--- src/rtl/updi_pkg.sv ---
// Shared UPDI framing definitions: FSM states, frame geometry, line levels and parity.
package updi_pkg;

   typedef enum logic [2:0] {
      IDLE,
      START,
      DATA,
      PARITY,
      STOP,
      BREAK
   } updi_state_t;

   localparam int UPDI_FRAME_BITS = 12;
   localparam int UPDI_DATA_BITS  = 8;
   localparam int UPDI_STOP_BITS  = 2;

   localparam logic START_LEVEL = 1'b0;
   localparam logic STOP_LEVEL  = 1'b1;

   // Even parity over the data byte; the receive-side checker uses the same function.
   function automatic logic even_parity(input logic [7:0] data);
      return ^data;
   endfunction

endpackage

--- src/rtl/updi_frame_tx_if.sv ---
// Byte / break request handshake between a UPDI host controller and the transmit framer.
interface updi_frame_tx_if;
   import updi_pkg::*;

   logic [UPDI_DATA_BITS-1:0] data_in;
   logic                      valid_in;
   logic                      ready_out;
   logic                      send_break;

   modport master (
      output data_in,
      output valid_in,
      output send_break,
      input  ready_out
   );

   modport slave (
      input  data_in,
      input  valid_in,
      input  send_break,
      output ready_out
   );

endinterface

--- src/rtl/updi_bit_timer.sv ---
// Bit-period down-counter: bit_end strobes on the last cycle of every CLK_DIV-cycle bit while enabled.
module updi_bit_timer #(
   parameter int CLK_DIV   = 16,
   parameter int DIV_WIDTH = 16
) (
   input  logic clk,
   input  logic reset,
   input  logic start,
   input  logic enable,
   output logic bit_end
);

   localparam logic [DIV_WIDTH-1:0] RELOAD = DIV_WIDTH'(CLK_DIV - 1);

   logic [DIV_WIDTH-1:0] cnt;

   always_ff @(posedge clk or posedge reset) begin
      if (reset) begin
         cnt <= '0;
      end else if (start) begin
         cnt <= RELOAD;
      end else if (enable) begin
         cnt <= (cnt == '0) ? RELOAD : cnt - DIV_WIDTH'(1);
      end
   end

   assign bit_end = enable && !start && (cnt == '0);

endmodule

--- src/rtl/updi_frame_tx.sv ---
// UPDI transmit framer: serialises bytes as start/8 data/even parity/2 stop frames and generates BREAK.
//
// state  | meaning
// IDLE   | line released, ready for a byte or a break request
// START  | driving the start bit (low)
// DATA   | shifting out data bits LSB first
// PARITY | driving the latched even parity bit
// STOP   | two high stop bits, then one released cycle before IDLE
// BREAK  | line held low for BREAK_BITS bit-times, then one released cycle
module updi_frame_tx
   import updi_pkg::*;
#(
   parameter int CLK_DIV    = 16,
   parameter int DIV_WIDTH  = 16,
   parameter int BREAK_BITS = 12
) (
   input  logic                  clk,
   input  logic                  reset,
   updi_frame_tx_if.slave        bus,
   output logic                  tx_out,
   output logic                  tx_oe,
   output logic                  busy,
   output logic                  frame_done,
   output logic                  break_done
);

   localparam logic [2:0] BIT_LAST  = 3'(UPDI_DATA_BITS - 1);
   localparam logic       STOP_LAST = 1'(UPDI_STOP_BITS - 1);
   localparam logic [4:0] BRK_LAST  = 5'(BREAK_BITS - 1);

   updi_state_t state, state_n;
   logic [7:0]  shift, shift_n;
   logic        par, par_n;
   logic [2:0]  bit_idx, bit_idx_n;
   logic        stop_idx, stop_idx_n;
   logic        tail, tail_n;
   logic [4:0]  brk_cnt, brk_cnt_n;
   logic        tx_out_n, tx_oe_n;
   logic        timer_start;
   logic        timer_en;
   logic        bit_end;

   // The timer idles during the released tail cycle so it cannot strobe there.
   assign timer_en = (state != IDLE) && !tail;

   updi_bit_timer #(
      .CLK_DIV   (CLK_DIV),
      .DIV_WIDTH (DIV_WIDTH)
   ) u_bit_timer (
      .clk     (clk),
      .reset   (reset),
      .start   (timer_start),
      .enable  (timer_en),
      .bit_end (bit_end)
   );

   always_ff @(posedge clk or posedge reset) begin
      if (reset) begin
         state    <= IDLE;
         shift    <= '0;
         par      <= 1'b0;
         bit_idx  <= '0;
         stop_idx <= 1'b0;
         tail     <= 1'b0;
         brk_cnt  <= '0;
         tx_out   <= STOP_LEVEL;
         tx_oe    <= 1'b0;
      end else begin
         state    <= state_n;
         shift    <= shift_n;
         par      <= par_n;
         bit_idx  <= bit_idx_n;
         stop_idx <= stop_idx_n;
         tail     <= tail_n;
         brk_cnt  <= brk_cnt_n;
         tx_out   <= tx_out_n;
         tx_oe    <= tx_oe_n;
      end
   end

   // Line values are computed for the next cycle so tx_out/tx_oe come straight from flops.
   always_comb begin
      state_n     = state;
      shift_n     = shift;
      par_n       = par;
      bit_idx_n   = bit_idx;
      stop_idx_n  = stop_idx;
      tail_n      = tail;
      brk_cnt_n   = brk_cnt;
      tx_out_n    = tx_out;
      tx_oe_n     = tx_oe;
      timer_start = 1'b0;
      frame_done  = 1'b0;
      break_done  = 1'b0;

      unique case (state)
         IDLE: begin
            tx_out_n = STOP_LEVEL;
            tx_oe_n  = 1'b0;
            tail_n   = 1'b0;
            if (bus.send_break) begin
               state_n     = BREAK;
               brk_cnt_n   = '0;
               timer_start = 1'b1;
               tx_out_n    = START_LEVEL;
               tx_oe_n     = 1'b1;
            end else if (bus.valid_in) begin
               state_n     = START;
               shift_n     = bus.data_in;
               par_n       = even_parity(bus.data_in);
               timer_start = 1'b1;
               tx_out_n    = START_LEVEL;
               tx_oe_n     = 1'b1;
            end
         end
         START: begin
            if (bit_end) begin
               state_n   = DATA;
               bit_idx_n = '0;
               tx_out_n  = shift[0];
            end
         end
         DATA: begin
            if (bit_end) begin
               if (bit_idx == BIT_LAST) begin
                  state_n  = PARITY;
                  tx_out_n = par;
               end else begin
                  shift_n   = shift >> 1;
                  bit_idx_n = bit_idx + 3'd1;
                  tx_out_n  = shift[1];
               end
            end
         end
         PARITY: begin
            if (bit_end) begin
               state_n    = STOP;
               stop_idx_n = 1'b0;
               tx_out_n   = STOP_LEVEL;
            end
         end
         STOP: begin
            if (tail) begin
               state_n = IDLE;
               tail_n  = 1'b0;
            end else if (bit_end) begin
               if (stop_idx == STOP_LAST) begin
                  frame_done = 1'b1;
                  tail_n     = 1'b1;
                  tx_oe_n    = 1'b0;
                  tx_out_n   = STOP_LEVEL;
               end else begin
                  stop_idx_n = 1'b1;
               end
            end
         end
         BREAK: begin
            if (tail) begin
               state_n = IDLE;
               tail_n  = 1'b0;
            end else if (bit_end) begin
               if (brk_cnt == BRK_LAST) begin
                  break_done = 1'b1;
                  tail_n     = 1'b1;
                  tx_oe_n    = 1'b0;
                  tx_out_n   = STOP_LEVEL;
               end else begin
                  brk_cnt_n = brk_cnt + 5'd1;
               end
            end
         end
         default: begin
            state_n = IDLE;
         end
      endcase
   end

   assign bus.ready_out = (state == IDLE);
   assign busy          = (state != IDLE);

endmodule

--- src/flat_wrapper.sv ---
// flat-port wrapper written by rule: the top's interface ports become plain ports
module updi_frame_tx_flat import updi_pkg::*;
#(
   parameter int CLK_DIV    = 16,
   parameter int DIV_WIDTH  = 16,
   parameter int BREAK_BITS = 12
)
  (clk, reset, tx_out, tx_oe, busy, frame_done, break_done, bus_data_in, bus_valid_in, bus_send_break, bus_ready_out);
  updi_frame_tx_if bus_i ();
  input  logic clk;
  input  logic reset;
  output logic tx_out;
  output logic tx_oe;
  output logic busy;
  output logic frame_done;
  output logic break_done;
  input wire logic [$bits(bus_i.data_in)-1:0] bus_data_in;
  input wire logic [$bits(bus_i.valid_in)-1:0] bus_valid_in;
  input wire logic [$bits(bus_i.send_break)-1:0] bus_send_break;
  output wire logic [$bits(bus_i.ready_out)-1:0] bus_ready_out;
  assign bus_i.data_in = bus_data_in;
  assign bus_i.valid_in = bus_valid_in;
  assign bus_i.send_break = bus_send_break;
  assign bus_ready_out = bus_i.ready_out;
  updi_frame_tx #(.CLK_DIV(CLK_DIV), .DIV_WIDTH(DIV_WIDTH), .BREAK_BITS(BREAK_BITS)) u_core (.clk(clk), .reset(reset), .bus(bus_i), .tx_out(tx_out), .tx_oe(tx_oe), .busy(busy), .frame_done(frame_done), .break_done(break_done));
endmodule
--- config.mk ---
export PLATFORM = sky130hd
export DESIGN_NAME = updi_frame_tx_flat
export DESIGN_NICKNAME = d
export VERILOG_FILES = /design/src/rtl/updi_pkg.sv /design/src/rtl/updi_frame_tx_if.sv /design/src/rtl/updi_bit_timer.sv /design/src/rtl/updi_frame_tx.sv /design/src/flat_wrapper.sv
export SDC_FILE = /design/constraint.sdc
export NUM_CORES = 1
export LEC_CHECK = 0
export CORE_ASPECT_RATIO = 1.75
export CORE_MARGIN = 5
export CORE_UTILIZATION = 40
export DETAILED_ROUTE_END_ITERATION = 12
export GPL_TIMING_DRIVEN = 0
export PLACE_DENSITY = 0.57
export SLEW_MARGIN = 40
export SYNTH_ARGS = -nofsm -noshare
export SYNTH_HDL_FRONTEND = slang
export SYNTH_SLANG_ARGS = --single-unit
--- constraint.sdc ---
create_clock -name clk -period 4.7 [get_ports clk]
set_input_delay 0.705 -clock clk [delete_from_list [all_inputs] [get_ports clk]]
set_output_delay 0.705 -clock clk [all_outputs]
set_load 0.1 [all_outputs]
==> impl_results.md, run 1 <==
* Fin. Hold Viols at 0
* Fin. max-slew vios at 0
* Outcome: completed
* Number of max-cap violations at 0
* Initial core utilization at 0.404
* Post-route DRC at 0
* CTS resizes at 0
* Initial antenna violation count at 0
* Most common cell in the netlist: dfrtp_1
* CP required at 3990 ps
* Met2 WL at 3.16 mm
* Die width at 67.8 um
* Slew HR at 0.613
* Syn nets at 261
* VDD IR max at 200 uV
* Routed Antenna Nets at 0
* Die Ht at 111 um
* Num ports at 18
* Final Cycle Share at 0.792
* Final Skew at 9.28 ps
* Finished Layout Cells at 348
* Clk slew on worst S/H paths at 70 ps
* Layout cell share with drive strength beyond 1 at 0.167
* Worst Setup Start Kind: register
* Synth Register Bits at 40
* Highest metal used: met4
* Synth async-reset ratio at 1.00
* Peak Freq at 0.269 GHz
* Commonest cells in the netlist: 39 x dfrtp_1, 18 x a21oi_1, 15 x nand2_1, 15 x o21ai_0
* Root Buffer: clkbuf_8
* Area Growth Syn to Fin at 14.1%
* Antenna cells at 0
* Detailed placement HPWL at 4.34 mm
* Clk buf depth at 2
* # placed instances at 340
* Skew-Pair Late Insertion Delay at 300 ps
* Via/cell ratio at 5.65
* Wire per inst at 16.4 um
* Netlist Area Pre-Place at 0.00234 mm2
* Drt pass-1 iters at 5
* Mapped Cells at 245
* Metal1 wirelength at 2.20 mm
* Placed Area at 0.00258 mm2
* RSZ-0062 raised after global routing: no
* # hold bufs at CTS at 0
* Post-synthesis cell type count at 52
* Final net count at 285
* PD cells at 539 mW/mm2
* Top FF cell, synth: dfrtp_1
* DIE AREA at 0.00753 mm2
* Area leader, netlist: dfrtp_1
* Vias at 1967
* Worst-Margin Slew at 576 ps
* Num rows at 37
* Pin count of the biggest net entering global routing at 41
* Num CTS Buffers at 5
* Placer Congestion at 0.902
* Main area contributors after synthesis: dfrtp_1 42%, a21oi_1 3.9%, o221a_2 3.4%
* Minimum clock period at 3720 ps
* Critical path class: reg -> out
* Total wire length at 5.70 mm
* Setup violations, final at 0
* Total GRT Usage at 0.172
* Initial drt markers at 99
* Buffers added on ports at 17
* Clock sink total at 40
* WL met3 at 220 um
* CTS tree: yes
* CORE AREA at 0.00579 mm2
* Share of the synthesized area in the top cell type at 0.418
* # H-tree levels at 2
* CP arrival at 3020 ps
* Fin area at 0.00267 mm2
* Register area share after synthesis at 0.429
* Vias in the first global route at 2044
* Yosys warnings at 0
* Crit path capture type: output port
* Sum Neg Setup Slack at 0 ps
* Post CTS Setup Buffer Count at 0
* Static Leakage at 1.08 nW
* Syn_area_per_cell at 9.54 um2
* CP Max Fanout at 6
* Post-synth EDFFs at 0
* First-pass GRT wire length at 10.0 mm
* Total gr overflow at 0
* Min-delay worst type: reg -> reg
-- layout by cell type, fill, tap and decap left out, types with 4 or more instances in the layout --
master and count:
ha_1 4, buf_2 7, o31ai_1 5, or4_1 5, o211ai_1 5, o21ai_0 15
mux2i_1 6, xnor2_1 8, dfrtp_1 39, nor2_1 9, nand2b_1 7, or4_4 4
or3_1 10, nand3_1 5, nand4_1 4, nor4_1 9, a21oi_1 18, o221a_2 7
nand2_1 15, inv_1 8, clkdlybuf4s50_1 11, or2_2 11, clkbuf_1 13, clkbuf_8 6
-- critical path, cell delays in order, from the launching register on --
cell,delay (ps)
dfrtp_1,420
or4_4,550
or4_4,530
or4_4,570
nor3_2,190
buf_2,450
-- metal layers --
metal  vias to the layer above  track usage
li1                        974            -
met1                       938        0.201
met2                        43        0.296
met3                        12       0.0325
met4                         0       0.0677
met5                         -            0
-- cell families after synthesis --
logic type | after synthesis | synth area share
buf+inv | 24 | 0.0407
compound gates | 69 | 0.205
simple gates | 91 | 0.237
fa+ha+maj | 4 | 0.0214
mux | 7 | 0.0305
xor+xnor | 10 | 0.0375
flops | 40 | 0.429
-- cell type report --
class / instances / area (um2)
fillers: 600 / 3120
multi-input cells: 181 / 1240
flip-flops and latches: 40 / 1000
repair buffers: 17 / 140
well taps: 78 / 97.6
clock buffers: 8 / 90.1
plain buffers: 14 / 57.6
inverters: 10 / 40.0
-- sequential cells by signal (all words and copies together), names as in the netlist --
signal	count
u_core.bit_idx	3
u_core.brk_cnt	5
u_core.par	1
u_core.shift	8
u_core.state	3
u_core.stop_idx	1
u_core.tail	1
u_core.tx_oe	1
u_core.tx_out	1
u_core.u_bit_timer.cnt	16
-- worst paths after layout --
kind / cells past startpoint / slack (ps) / end / startpoint
max: 5 / 980 / break_done / u_core.u_bit_timer.cnt[10]$_DFFE_PP0P_
min: 2 / 490 / u_core.par$_DFFE_PP0P_ / u_core.par$_DFFE_PP0P_
max reg2reg: 8 / 2070 / u_core.u_bit_timer.cnt[4]$_DFFE_PP0P_ / u_core.u_bit_timer.cnt[0]$_DFFE_PP0P_
min reg2reg: 2 / 490 / u_core.par$_DFFE_PP0P_ / u_core.par$_DFFE_PP0P_
max in group asynchronous: 2 / 3540 / u_core.tx_out$_DFFE_PP1P_ / reset
min in group asynchronous: 2 / 790 / u_core.brk_cnt[2]$_DFFE_PP0P_ / reset
-- report_power, final --
part           leakage, nW  internal (mW)  switching [mW]
Sequential           0.506          0.453          0.0957
Combinational        0.525          0.252           0.398
Clock               0.0455          0.120           0.119
-- metrics by stage --
step | worst slack, ps | utilization | total power [mW] | hold WS, ps
after global placement | 576 | 0.450 | 1.21 | 468
after CTS | 958 | 0.461 | 1.46 | 496
after floorplan | 231 | - | 1.05 | 450
after detailed placement | 1290 | 0.445 | 1.21 | 479
after global routing | 867 | 0.461 | 1.55 | 529
final | 980 | 0.461 | 1.44 | 491
Power figures use the tool's default switching activity.
==> run 2: changes to the inputs <==
PLACE_DENSITY = 0.59   (was 0.57)
clock period = 3.1 ns   (was 4.7 ns; I/O delays follow)
==> run 2 against run 1 <==
Combinational power grew 58%. First-iteration DRC count grew 37%. Clock power grew 50%. Sequential share of layout area shrank 0.83 points. Die area is the same. Register-to-register slack lost 1700 ps. Via count grew 3.3%. Worst setup slack lost 970 ps. Utilization grew 1.0 points. Sequential power grew 52%. Critical path depth is the same. Hold slack lost 9.0 ps. Critical endpoint unchanged.
==> impl_results.md, run 2 (synthesized netlist as in run 1, its figures left out) <==
* Final Worst Setup Slack at 11.0 ps (-969 ps)
* Finished Layout Cells at 351 (+0.86%)
* Wire per inst at 16.3 um (-0.68%)
* Area Growth Syn to Fin at 16.7%
* Setup violations, final at 0 (unchanged)
* Fin area at 0.00273 mm2 (+2.3%)
* Initial antenna violation count at 0 (unchanged)
* Max reg flops at 16 (unchanged)
* Skew-Pair Late Insertion Delay at 290 ps (about the same)
* Vias in the first global route at 2049 (+0.24%)
* Fin. Hold Viols at 0 (unchanged)
* Total GRT Usage at 0.165 (-0.00656)
* Final Cycle Share at 0.996
* Die Ht at 111 um (unchanged)
* Die width at 67.8 um (unchanged)
* Initial drt markers at 136 (+37%)
* CP required at 2630 ps (-1360 ps)
* DIE AREA at 0.00753 mm2 (unchanged)
* PD cells at 814 mW/mm2 (+51%)
* Routed Antenna Nets at 0 (unchanged)
* Root Buffer: clkbuf_8
* CP max stage cell: or4_4
* Buffers added on ports at 17 (unchanged)
* Slack of the worst reg-to-reg path at 400 ps (-1670 ps)
* Num ports at 18 (unchanged)
* Min-delay worst type: reg -> reg
* # placed instances at 340 (unchanged)
* Total gr overflow at 0 (unchanged)
* Placed Area at 0.00259 mm2 (+0.39%)
* Initial core utilization at 0.404 (unchanged)
* Top cell by count, worst path: or4_4
* Pin count of the biggest net entering global routing at 41 (unchanged)
* Static Leakage at 1.11 nW (+2.9%)
* Top reg by flops: u_core.u_bit_timer.cnt
* Minimum clock period at 3090 ps
* Num CTS Buffers at 5 (unchanged)
* Clock power share at 0.161 (-0.005)
* Total power at 2.22 mW (+54%)
* Vias at 2032 (+3.3%)
* Crit path capture type: output port
* Clock sink total at 40 (unchanged)
* Clk buf depth at 2 (unchanged)
* Place WS at 76.1 ps (-1210 ps)
* Total wire length at 5.71 mm (+0.18%)
* Fin. max-slew vios at 0 (unchanged)
* Biggest regs: u_core.u_bit_timer.cnt x16, u_core.shift x8, u_core.brk_cnt x5
* Commonest non-fill, non-tap cell in the layout: dfrtp_1
* Critical path's largest stage delay at 540 ps (-30 ps)
* Cells on worst reg2reg path at 8 (unchanged)
* VDD IR max at 381 uV (+91%)
* Slew HR at 0.630 (+0.0174)
* CP arrival at 2620 ps (-400 ps)
* First-pass GRT wire length at 9.68 mm (-3.6%)
* Antenna cells at 0 (unchanged)
* Final Skew at 8.32 ps (-0.964 ps)
* # H-tree levels at 2 (unchanged)
* Cells along the critical path: or4_4, or4_4, or4_4, nor3_4, buf_12
* Drt pass-1 iters at 4 (-1)
* RSZ-0062 raised after global routing: yes
* Num rows at 37 (unchanged)
* Internal at 1.27 mW (+55%)
* Final net count at 288 (+1.1%)
* Sw Ratio at 0.426 (about the same)
* Number of max-cap violations at 0 (unchanged)
* CTS tree: yes
* Post-route DRC at 0 (unchanged)
* Most frequent cells in the layout: 39 x dfrtp_1, 18 x a21oi_1, 15 x o21ai_0, 15 x nand2_1, 12 x clkbuf_1
* # hold bufs at CTS at 0 (unchanged)
* Placer Congestion at 0.863 (-4.3%)
* Reg power frac at 0.375 (-0.007)
* Fill cell count at 608 (+1.3%)
* Critical path class: reg -> out
* Worst Setup Start Kind: register
* Clk slew on worst S/H paths at 70 ps (about the same)
* Outcome: completed
* Layout cell share with drive strength beyond 1 at 0.183 (+0.0165)
* Detailed placement HPWL at 4.35 mm (+0.25%)
* WHS Path Cells at 2 (unchanged)
* CP Max Fanout at 6 (unchanged)
* Worst-Margin Slew at 550 ps (-25.9 ps)
* Switching power at 945 uW (+54%)
* CORE AREA at 0.00579 mm2 (unchanged)
* Combinational Power Share at 0.464 (+0.012)
* Via/cell ratio at 5.79 (+2.4%)
* Peak Freq at 0.324 GHz
run 2: cell types whose count changed in the layout (fill, tap and decap cells not counted):
cell | before | now
nor3_2 | 1 | 0
nor4_2 | 0 | 1
nor3_4 | 0 | 1
buf_4 | 1 | 4
nor4_1 | 9 | 8
buf_12 | 0 | 1
clkbuf_1 | 13 | 12
clkbuf_4 | 0 | 1
buf_2 | 7 | 5
buf_6 | 0 | 1
run 2: repair_timing:
item | CTS | global route
setup buffers | 1 | 2
setup endpoints to repair | 2 | 2
pin swaps | 1 | 1
resized for setup | 6 | 1
run 2: critical path: cells and delay by family, from the launching register on:
kind | cells | cell delay, ps
simple gates | 4 | 1730
flops | 1 | 410
buf+inv | 1 | 200
run 2: layer usage:
metal	up-vias	GRT usage	wire (um)
li1	975	-	-
met1	1009	0.175	2130
met2	38	0.312	3340
met3	10	0.0254	130
met4	0	0.0558	109
met5	-	0	0
run 2: path summary, 6_finish.rpt:
kind                                                         end                                    from
max                                                   break_done  u_core.u_bit_timer.cnt[11]$_DFFE_PP0P_
min                                       u_core.par$_DFFE_PP0P_                  u_core.par$_DFFE_PP0P_
min in group asynchronous  u_core.u_bit_timer.cnt[2]$_DFFE_PP0P_                                   reset
min reg2reg                               u_core.par$_DFFE_PP0P_                  u_core.par$_DFFE_PP0P_
max in group asynchronous              u_core.tx_out$_DFFE_PP1P_                                   reset
max reg2reg                u_core.u_bit_timer.cnt[4]$_DFFE_PP0P_   u_core.u_bit_timer.cnt[0]$_DFFE_PP0P_
run 2: final cells by class:
type / count / area [um2] / area share
Clock buffer: 8 / 90.1 / 0.0330
Buffer: 14 / 61.3 / 0.0225
Tap cell: 78 / 97.6 / 0.0358
Inverter: 10 / 40.0 / 0.0147
Sequential cell: 40 / 1000 / 0.367
Multi-Input combinational cell: 181 / 1250 / 0.459
Timing Repair Buffer: 20 / 184 / 0.0674
run 2: stage by stage:
stage                util  TNS (ps)  hold slack, ps
floorplan               -     -22.2             450
global placement    0.452     -1220             465
detailed placement  0.447         0             472
CTS                 0.468         0             489
global route        0.471     -35.0             538
finish              0.471         0             482
run 2: power groups by stage:
stage / registers (mW) / logic [mW] / clock network, mW
finish: 0.832 / 1.03 / 0.358
CTS: 0.832 / 1.01 / 0.366
floorplan: 0.862 / 0.731 / 0
global route: 0.857 / 1.13 / 0.386
detailed placement: 0.843 / 0.996 / 0
global placement: 0.839 / 0.998 / 0
